==> config.mk <==
export PLATFORM = sky130hd
export DESIGN_NAME = muldiv_unit_flat
export DESIGN_NICKNAME = d
export VERILOG_FILES = /design/src/rtl/muldiv_if.sv /design/src/rtl/muldiv_unit.sv /design/src/flat_wrapper.sv
export SDC_FILE = /design/constraint.sdc
export NUM_CORES = 1
export LEC_CHECK = 0
export ABC_AREA = 1
export ABC_CLOCK_PERIOD_IN_PS = 7600
export BUFFER_PORTS_ARGS = -buffer_cell sky130_fd_sc_hd__buf_2
export CORE_UTILIZATION = 35
export DETAILED_ROUTE_END_ITERATION = 12
export GPL_TIMING_DRIVEN = 0
export PLACE_DENSITY = 0.58
export SLEW_MARGIN = 0
export SYNTH_ARGS = -nofsm -noshare
export SYNTH_HDL_FRONTEND = slang
export SYNTH_SLANG_ARGS = --single-unit
==> constraint.sdc <==
create_clock -name clk -period 7.6 [get_ports clk]
set_input_delay 1.52 -clock clk [delete_from_list [all_inputs] [get_ports clk]]
set_output_delay 1.52 -clock clk [all_outputs]
set_load 0.02 [all_outputs]
==> src/rtl/muldiv_if.sv <==
// Issue/result bundle between control, the register file read ports and the mul/div unit.
interface muldiv_if #(
  parameter int unsigned WIDTH = 32
);
  logic             start;
  logic [1:0]       op;
  logic [WIDTH-1:0] a;
  logic [WIDTH-1:0] b;
  logic             mthi;
  logic             mtlo;
  logic             busy;
  logic             done;
  logic [WIDTH-1:0] hi;
  logic [WIDTH-1:0] lo;

  modport master (
    output start, op, a, b, mthi, mtlo,
    input  busy, done, hi, lo
  );

  modport slave (
    input  start, op, a, b, mthi, mtlo,
    output busy, done, hi, lo
  );
endinterface

==> src/rtl/muldiv_unit.sv <==
// Iterative multiply/divide unit with architectural HI/LO registers.
// Signed ops run on magnitudes; the sign is fixed up in a single FIX cycle.
// op: 00 MULT, 01 MULTU, 10 DIV, 11 DIVU (op[1] = divide, op[0] = unsigned).
module muldiv_unit #(
  parameter int unsigned WIDTH = 32
) (
  input logic     clk,
  input logic     rst_n,
  muldiv_if.slave bus
);

  localparam int unsigned    CntW    = $clog2(WIDTH);
  localparam logic [CntW-1:0] CntLast = CntW'(WIDTH - 1);

  typedef enum logic [1:0] {StIdle, StCalc, StFix} state_e;

  state_e              state_q, state_d;
  logic [1:0]          op_q, op_d;
  logic [WIDTH-1:0]    opb_q, opb_d;       // mul: multiplicand, div: divisor
  logic [2*WIDTH-1:0]  acc_q, acc_d;       // mul: {partial, multiplier}, div: {rem, quotient}
  logic                neg_q, neg_d;       // product / quotient negative
  logic                rneg_q, rneg_d;     // remainder negative
  logic                dz_q, dz_d;         // divide by zero
  logic [CntW-1:0]     cnt_q, cnt_d;
  logic [WIDTH-1:0]    hi_q, hi_d;
  logic [WIDTH-1:0]    lo_q, lo_d;
  logic                done_q, done_d;

  logic                a_neg, b_neg;
  logic [WIDTH-1:0]    a_mag, b_mag;
  logic [WIDTH:0]      mul_sum;
  logic [WIDTH:0]      rem_sh, rem_diff;
  logic                rem_ge;
  logic [2*WIDTH-1:0]  mul_next, div_next, prod;
  logic [WIDTH-1:0]    quo, rem;

  // Operand magnitudes at issue; unsigned ops pass through untouched.
  always_comb begin
    a_neg = ~bus.op[0] & bus.a[WIDTH-1];
    b_neg = ~bus.op[0] & bus.b[WIDTH-1];
    a_mag = a_neg ? -bus.a : bus.a;
    b_mag = b_neg ? -bus.b : bus.b;
  end

  // One shift-add or restoring-divide step, plus the sign fix-up of the final result.
  always_comb begin
    mul_sum  = {1'b0, acc_q[2*WIDTH-1:WIDTH]} + {1'b0, (acc_q[0] ? opb_q : '0)};
    mul_next = {mul_sum, acc_q[WIDTH-1:1]};
    rem_sh   = {acc_q[2*WIDTH-1:WIDTH], acc_q[WIDTH-1]};
    rem_diff = rem_sh - {1'b0, opb_q};
    // Remainder stays below the divisor, so bit WIDTH of the difference is a clean borrow.
    rem_ge   = ~rem_diff[WIDTH];
    div_next = {(rem_ge ? rem_diff[WIDTH-1:0] : rem_sh[WIDTH-1:0]), acc_q[WIDTH-2:0], rem_ge};
    prod     = neg_q ? -acc_q : acc_q;
    quo      = neg_q ? -acc_q[WIDTH-1:0] : acc_q[WIDTH-1:0];
    rem      = rneg_q ? -acc_q[2*WIDTH-1:WIDTH] : acc_q[2*WIDTH-1:WIDTH];
  end

  // Next state: IDLE -> CALC -> FIX -> IDLE only.
  always_comb begin
    state_d = state_q;
    unique case (state_q)
      StIdle:  if (bus.start) state_d = StCalc;
      StCalc:  if (cnt_q == CntLast) state_d = StFix;
      StFix:   state_d = StIdle;
      default: state_d = StIdle;
    endcase
  end

  // Datapath and HI/LO next values.
  always_comb begin
    op_d   = op_q;
    opb_d  = opb_q;
    acc_d  = acc_q;
    neg_d  = neg_q;
    rneg_d = rneg_q;
    dz_d   = dz_q;
    cnt_d  = cnt_q;
    hi_d   = hi_q;
    lo_d   = lo_q;
    done_d = 1'b0;
    unique case (state_q)
      StIdle: begin
        if (bus.start) begin
          // start wins over a same-cycle mthi/mtlo
          op_d   = bus.op;
          opb_d  = bus.op[1] ? b_mag : a_mag;
          acc_d  = {{WIDTH{1'b0}}, (bus.op[1] ? a_mag : b_mag)};
          neg_d  = a_neg ^ b_neg;
          rneg_d = a_neg;
          dz_d   = (bus.b == '0);
          cnt_d  = '0;
        end else begin
          if (bus.mthi) hi_d = bus.a;
          if (bus.mtlo) lo_d = bus.a;
        end
      end
      StCalc: begin
        acc_d = op_q[1] ? div_next : mul_next;
        cnt_d = cnt_q + CntW'(1);
      end
      StFix: begin
        done_d = 1'b1;
        if (op_q[1]) begin
          hi_d = rem;
          lo_d = dz_q ? '1 : quo;
        end else begin
          hi_d = prod[2*WIDTH-1:WIDTH];
          lo_d = prod[WIDTH-1:0];
        end
      end
      default: ;
    endcase
  end

  // State and datapath registers; reset aborts any op in flight.
  always_ff @(posedge clk or negedge rst_n) begin
    if (!rst_n) begin
      state_q <= StIdle;
      op_q    <= '0;
      opb_q   <= '0;
      acc_q   <= '0;
      neg_q   <= 1'b0;
      rneg_q  <= 1'b0;
      dz_q    <= 1'b0;
      cnt_q   <= '0;
      hi_q    <= '0;
      lo_q    <= '0;
      done_q  <= 1'b0;
    end else begin
      state_q <= state_d;
      op_q    <= op_d;
      opb_q   <= opb_d;
      acc_q   <= acc_d;
      neg_q   <= neg_d;
      rneg_q  <= rneg_d;
      dz_q    <= dz_d;
      cnt_q   <= cnt_d;
      hi_q    <= hi_d;
      lo_q    <= lo_d;
      done_q  <= done_d;
    end
  end

  assign bus.busy = (state_q != StIdle);
  assign bus.done = done_q;
  assign bus.hi   = hi_q;
  assign bus.lo   = lo_q;

endmodule

==> src/flat_wrapper.sv <==
// flat-port wrapper written by rule: the top's interface ports become plain ports
module muldiv_unit_flat 
#(
  parameter int unsigned WIDTH = 32
)
  (clk, rst_n, bus_start, bus_op, bus_a, bus_b, bus_mthi, bus_mtlo, bus_busy, bus_done, bus_hi, bus_lo);
  muldiv_if #(.WIDTH(WIDTH)) bus_i ();
  input logic clk;
  input logic rst_n;
  input wire logic [$bits(bus_i.start)-1:0] bus_start;
  input wire logic [$bits(bus_i.op)-1:0] bus_op;
  input wire logic [$bits(bus_i.a)-1:0] bus_a;
  input wire logic [$bits(bus_i.b)-1:0] bus_b;
  input wire logic [$bits(bus_i.mthi)-1:0] bus_mthi;
  input wire logic [$bits(bus_i.mtlo)-1:0] bus_mtlo;
  output wire logic [$bits(bus_i.busy)-1:0] bus_busy;
  output wire logic [$bits(bus_i.done)-1:0] bus_done;
  output wire logic [$bits(bus_i.hi)-1:0] bus_hi;
  output wire logic [$bits(bus_i.lo)-1:0] bus_lo;
  assign bus_i.start = bus_start;
  assign bus_i.op = bus_op;
  assign bus_i.a = bus_a;
  assign bus_i.b = bus_b;
  assign bus_i.mthi = bus_mthi;
  assign bus_i.mtlo = bus_mtlo;
  assign bus_busy = bus_i.busy;
  assign bus_done = bus_i.done;
  assign bus_hi = bus_i.hi;
  assign bus_lo = bus_i.lo;
  muldiv_unit #(.WIDTH(WIDTH)) u_core (.clk(clk), .rst_n(rst_n), .bus(bus_i));
endmodule
# Word level (Yosys, flattened, before mapping)
# Index checks and enable logic that the tools add are counted.
op_classes:
  n_reduce_logical: 10
  n_eq_ne: 8
  bitwise: 5
  mux: 27
  n_addsub: 8
op_table:
  columns: ["cell", "n"]
  rows:
  - ["two-way mux 32 bit", 15]
  - ["two-way mux 64 bit", 3]
  - ["negation 32 bit", 4]
  - ["case mux 32 bit (2 select lines)", 2]
  - ["case mux 64 bit (2 select lines)", 1]
  - ["negation 64 bit", 1]
  - ["adder 32 x 32 -> 33 bit", 1]
  - ["subtractor 33 x 32 -> 33 bit", 1]
  - ["zero test 32 bit", 1]
  - ["case mux 5 bit (2 select lines)", 1]
  - ["!= test 2 bit (second input constant)", 4]
  - ["AND reduction 2 bit", 3]
  - ["AND reduction 3 bit", 2]
  - ["nonzero test 2 bit", 3]
  - ["adder 5 x 1 -> 5 bit (second input constant)", 1]
  - ["== test 5 bit (second input constant)", 1]
  - ["two-way mux 5 bit", 1]
  - ["two-way mux 2 bit", 2]
  - ["case mux 2 bit (2 select lines)", 1]
  - ["bitwise AND 1 bit", 2]
  - ["== test 2 x 1 -> 1 bit (second input constant)", 1]
  - ["== test 2 bit (second input constant)", 1]
  - ["zero test 2 bit", 1]
  - ["!= test 2 x 1 -> 1 bit (second input constant)", 1]
  - ["other kinds (3)", 4]
totals:
  output_inout_bits: 66
  reg_bits: 173
  inputBits: 71
  word_cells: 69

# Depth between registers and ports, before layout
depth:
  word_depth: 6
  mapped_depth: 20
  mapped_depth_nobuf: 18

# Worst setup path after synthesis
# Ideal clock, no wire load.
synth_path:
  path_type: "input-to-reg"
  from: "input port bus_b[0]"
  to: "register u_core.acc_q[16]"
  n_path_buf: 0
  required_time_ps: 7472
  t_arrival_ps: 2761
  setup_ps: 128
  slack_ps: 4711
  path_stages: 12
  path_cell_list: "inv_1 > ha_1 > nand3_1 > nor2_1 > nand3_1 > inv_1 > nand2_1 > nand2_1 > xor2_1 > nand2_1 > nand3_1 > a21boi_0"
synth_between:
  elab_chain_len: 5
synth_rtl:
  columns: ["item", "line", "rtl"]
  rows:
  - ["start: declaration", "flat_wrapper.sv:13", "input wire logic [$bits(bus_i.b)-1:0] bus_b;"]
  - ["negation 32 bit", "muldiv_unit.sv:42", "b_mag = b_neg ? -bus.b : bus.b;"]
  - ["two-way mux 32 bit", "muldiv_unit.sv:42", null]
  - ["two-way mux 32 bit", "muldiv_unit.sv:88", "acc_d = {{WIDTH{1'b0}}, (bus.op[1] ? a_mag : b_mag)};"]
  - ["two-way mux 64 bit", "muldiv_unit.sv:84", "if (bus.start) begin"]
  - ["case mux 64 bit (2 select lines)", "muldiv_unit.sv:82", "unique case (state_q)"]
  - ["end signal: assignment", "muldiv_unit.sv:122", "acc_q <= '0;"]
  - ["end signal: assignment", "muldiv_unit.sv:134", "acc_q <= acc_d;"]
  - ["end: declaration", "muldiv_unit.sv:20", "logic [2*WIDTH-1:0] acc_q, acc_d;"]
# Every way passes these cells. The select of a mux whose other input is x is not followed.
# A chain may end at the register's enable or synchronous reset.

# Worst setup path in the final report
layout_path:
  from: "register u_core.acc_q[0]"
  to: "register u_core.acc_q[59]"
layout_between:
  elab_chain_len: 4
layout_rtl:
  columns: ["item", "line", "rtl"]
  rows:
  - ["two-way mux 32 bit", "muldiv_unit.sv:47", "mul_sum = {1'b0, acc_q[2*WIDTH-1:WIDTH]} + {1'b0, (acc_q[0] ? opb_q : '0)};"]
  - ["adder 32 x 32 -> 33 bit", "muldiv_unit.sv:47", null]
  - ["two-way mux 64 bit", "muldiv_unit.sv:99", "acc_d = op_q[1] ? div_next : mul_next;"]
  - ["case mux 64 bit (2 select lines)", "muldiv_unit.sv:82", null]
# Every way passes these cells.

==> flow_metrics.env <==
export IMPL_drt_pass1_iter_count=6
export IMPL_avgSynthCellArea_um2=5.844
export IMPL_rsz0062_at_grt="no"
export IMPL_end_kind="flop"
export IMPL_grt_first_pass_wirelength_mm=128.1
export IMPL_crit_fanout=10
export IMPL_postRouteAntennaNets=0
export IMPL_synth_fp_nets=3238
export IMPL_ir_drop_mv=0.2423
export IMPL_stdcell_count=3938
export IMPL_max_freq_mhz=261.9
export IMPL_worst_pin_slew_ns=0.9404
export IMPL_setup_tns_final_ns=0
export IMPL_dieArea_um2=52590
export IMPL_setup_violations=0
export IMPL_cts_buffers=17
export IMPL_portBuffers=136
export IMPL_fp_dieH_um=229.3
export IMPL_finalHoldViolCount=0
export IMPL_final_util_pct=39.99
export IMPL_first_global_vias=19930
export IMPL_clockRootBuffer="clkbuf_16"
export IMPL_clock_path_buffers=2
export IMPL_postCtsSetupRepairBufs=0
export IMPL_ys_warn_count=0
export IMPL_dpl_worst_slack_ns=3.779
export IMPL_relSlewSlack_pct=37.30
export IMPL_cap_violations=0
export IMPL_worstSetupPathType="flop to flop"
export IMPL_synth_top_area_share_pct=23.80
export IMPL_wl_per_cell_um=22.09
export IMPL_status="complete, no violations"
export IMPL_yosysSeqAreaShare_pct=23.80
export IMPL_initial_core_util_pct=35.76
export IMPL_dp_cells=3904
export IMPL_drive_above_1_share_pct=7.292
export IMPL_yosys_cell_types_count=52
export IMPL_overflow=0
export IMPL_cts_clk_slew_worst_paths_ns=0.07
export IMPL_slew_violations=0
export IMPL_cts_resized=0
export IMPL_hold_path_class="flop to flop"
export IMPL_drc=0
export IMPL_synth_seq_cells=172
export IMPL_syn_inst=3095
export IMPL_dr_total_vias=21470
export IMPL_cp_common_cell="nand2_1"
export IMPL_routed_wl_mm=86.99
export IMPL_finClkSkew_ns=0.02605
export IMPL_cpPeakStageDelay_ns=0.51
export IMPL_synthTopCellsByArea="dfrtp_1, nand2_1, nand3_1"
export IMPL_gp_congestion=1.005
export IMPL_required_ns=7.96
export IMPL_async_flop_share_pct=100.0
export IMPL_die_w_um=229.3
export IMPL_p_leak_nw=10.45
export IMPL_cts_hold_buf=0
export IMPL_p_per_area_nw_per_um2=526.9
export IMPL_track_usage_pct=32.87
export IMPL_antenna_found_initial=7
export IMPL_dpl_hpwl_mm=72.71
export IMPL_syn_to_final_growth_pct=11.84
export IMPL_syn_area_um2=18090
export IMPL_setup_ws_ns=3.782
export IMPL_ctsHtreeMaxLevel=4
export IMPL_via_per_inst=5.453
export IMPL_synth_edf_count=0
export IMPL_cts_tree="done"
export IMPL_yosysTopAreaCell="dfrtp_1"
export IMPL_arrival_ns=4.18
export IMPL_cp_cell_sequence="buf_6 > clkbuf_1 > nand2_1 > inv_1 > ha_1 > inv_1 > fa_1 > o21ai_1 > nand2_1 > nand2_1 > nand2_1 > nand2_1 > nand2_1 > nand3_1 > nand2_1 > nor2_1 > nor2_1 > nand2_1 > nand2_1"
export IMPL_synthFlopType="dfrtp_1"
export IMPL_num_rows=82
export IMPL_grt_max_degree=113
export IMPL_fin_nets=3394
export IMPL_min_period_over_period_pct=50.24
export IMPL_cp_start_kind="flop"
export IMPL_slowest_stage="clkbuf_1"
export IMPL_drtIter0Drc=2454
export IMPL_core_area_um2=50580
export IMPL_fin_crit_ns=3.818
export IMPL_clock_sinks=172
export IMPL_ioPinCount=137
export IMPL_clk_latency_ns=0.49
worst paths after layout:
| kind | slack, ns | depth (start not counted) | start | endpoint |
|---|---|---|---|---|
| worst max-delay path | 3.78 | 19 | u_core.acc_q[0] | u_core.acc_q[59] |
| worst min-delay path | 0.50 | 2 | u_core.bus.hi[8] | u_core.bus.hi[8] |
| worst max register to register | 3.78 | 19 | u_core.acc_q[0] | u_core.acc_q[59] |
| worst min register to register | 0.50 | 2 | u_core.bus.hi[8] | u_core.bus.hi[8] |
| max in group asynchronous | 5.62 | 2 | rst_n | u_core.bus.hi[4] |
| min in group asynchronous | 0.99 | 1 | rst_n | u_core.opb_q[29] |
kinds of logic (layout without fill, tap and decap cells):
logic type | after synthesis | in the layout | share of synthesized area (%)
other cells | 0 | 2 | 0
buf+inv | 538 | 707 | 11.50
simple gates | 1731 | 1731 | 39.99
xor+xnor | 62 | 62 | 3.002
fa+ha+maj | 72 | 72 | 5.064
flops | 172 | 172 | 23.80
compound gates | 520 | 520 | 16.64
stage by stage:
stage | area, um2 | total power [mW] | hold slack [ns]
global placement | 19610 | 9.534 | 0.4813
CTS | 20220 | 10.46 | 0.5056
detailed placement | 19650 | 9.541 | 0.4838
floorplan | 18090 | 7.006 | 0.4462
global route | 20220 | 11.51 | 0.5344
finish | 20230 | 10.66 | 0.5038
area by class of cell:
type	count	area (um2)
clock inverter	11	97.59
multi-input combinational	2385	11700
buffer	107	460.4
timing repair buffer	137	718.2
inverter	431	1619
tap	672	840.8
sequential	172	4304
clock buffer	21	480.5
fill	5705	30350
antenna	2	5.005
cells in the mapped netlist, drive strengths merged (11+ instances only):
| master | n |
|---|---|
| dfrtp | 172 |
| a22oi | 11 |
| buf | 36 |
| ha | 70 |
| a21oi | 165 |
| nand2 | 1030 |
| nor3 | 49 |
| clkbuf | 71 |
| inv | 427 |
| nand3 | 318 |
| o21bai | 33 |
| nor2 | 272 |
| a21boi | 14 |
| xnor2 | 16 |
| nand3b | 15 |
| xor2 | 46 |
| nand4 | 31 |
| o211ai | 47 |
| o221ai | 14 |
| or2 | 13 |
| o21ai | 215 |
power by group:
part,switching [mW],total (mW),internal [mW],leakage [nW]
logic,5.16,7.59,2.43,8.06
clock network,0.437,0.899,0.462,0.283
registers,0.781,2.17,1.38,2.10
total,6.38,10.7,4.28,10.4
registers in the layout, summed over array words and instances (netlist names):
name and flops:
u_core.acc_q 64, u_core.bus.done 1, u_core.bus.hi 32, u_core.bus.lo 32, u_core.cnt_q 5, u_core.dz_q 1
u_core.neg_q 1, u_core.op_q 1, u_core.opb_q 32, u_core.rneg_q 1, u_core.state_q 2
per-layer routing:
metal / track usage, % / vias to the layer above / routed length (um)
met2: 48.37 / 982 / 36190
met3: 6.051 / 172 / 8137
met1: 46.00 / 9980 / 38300
met5: 0 / - / 13
li1: - / 10340 / -
met4: 15.71 / 2 / 4345
placed cells by master, fill, tap and decap left out, drive strengths merged:
cell,Yosys,layout
nand2,1030,1030
inv,427,432
nand3,318,318
nor2,272,272
o21ai,215,215
buf,36,173
dfrtp,172,172
a21oi,165,165
clkbuf,71,92
ha,70,70
nor3,49,49
o211ai,47,47
xor2,46,46
o21bai,33,33
nand4,31,31
xnor2,16,16
nand3b,15,15
o221ai,14,14
a21boi,14,14
or2,13,13
a22oi,11,11
clkinv,4,9
o31ai,5,5
a21o,3,3
nor4,3,3
diode,0,2
a2bb2oi,2,2
o22ai,2,2
a22o,2,2
o2111ai,2,2
fa,2,2
a31oi,1,1
o311ai,1,1
o41ai,1,1
a32o,1,1
a211o,1,1
clkinvlp,0,1
worst max-delay path: cells and delay by family (launching register included):
kind | cells | cell delay (ns)
compound gates | 1 | 0.37
fa+ha+maj | 2 | 0.74
buf+inv | 4 | 0.90
flops | 1 | 0.34
simple gates | 12 | 1.33
No activity file was read; power rests on OpenSTA's default activity.
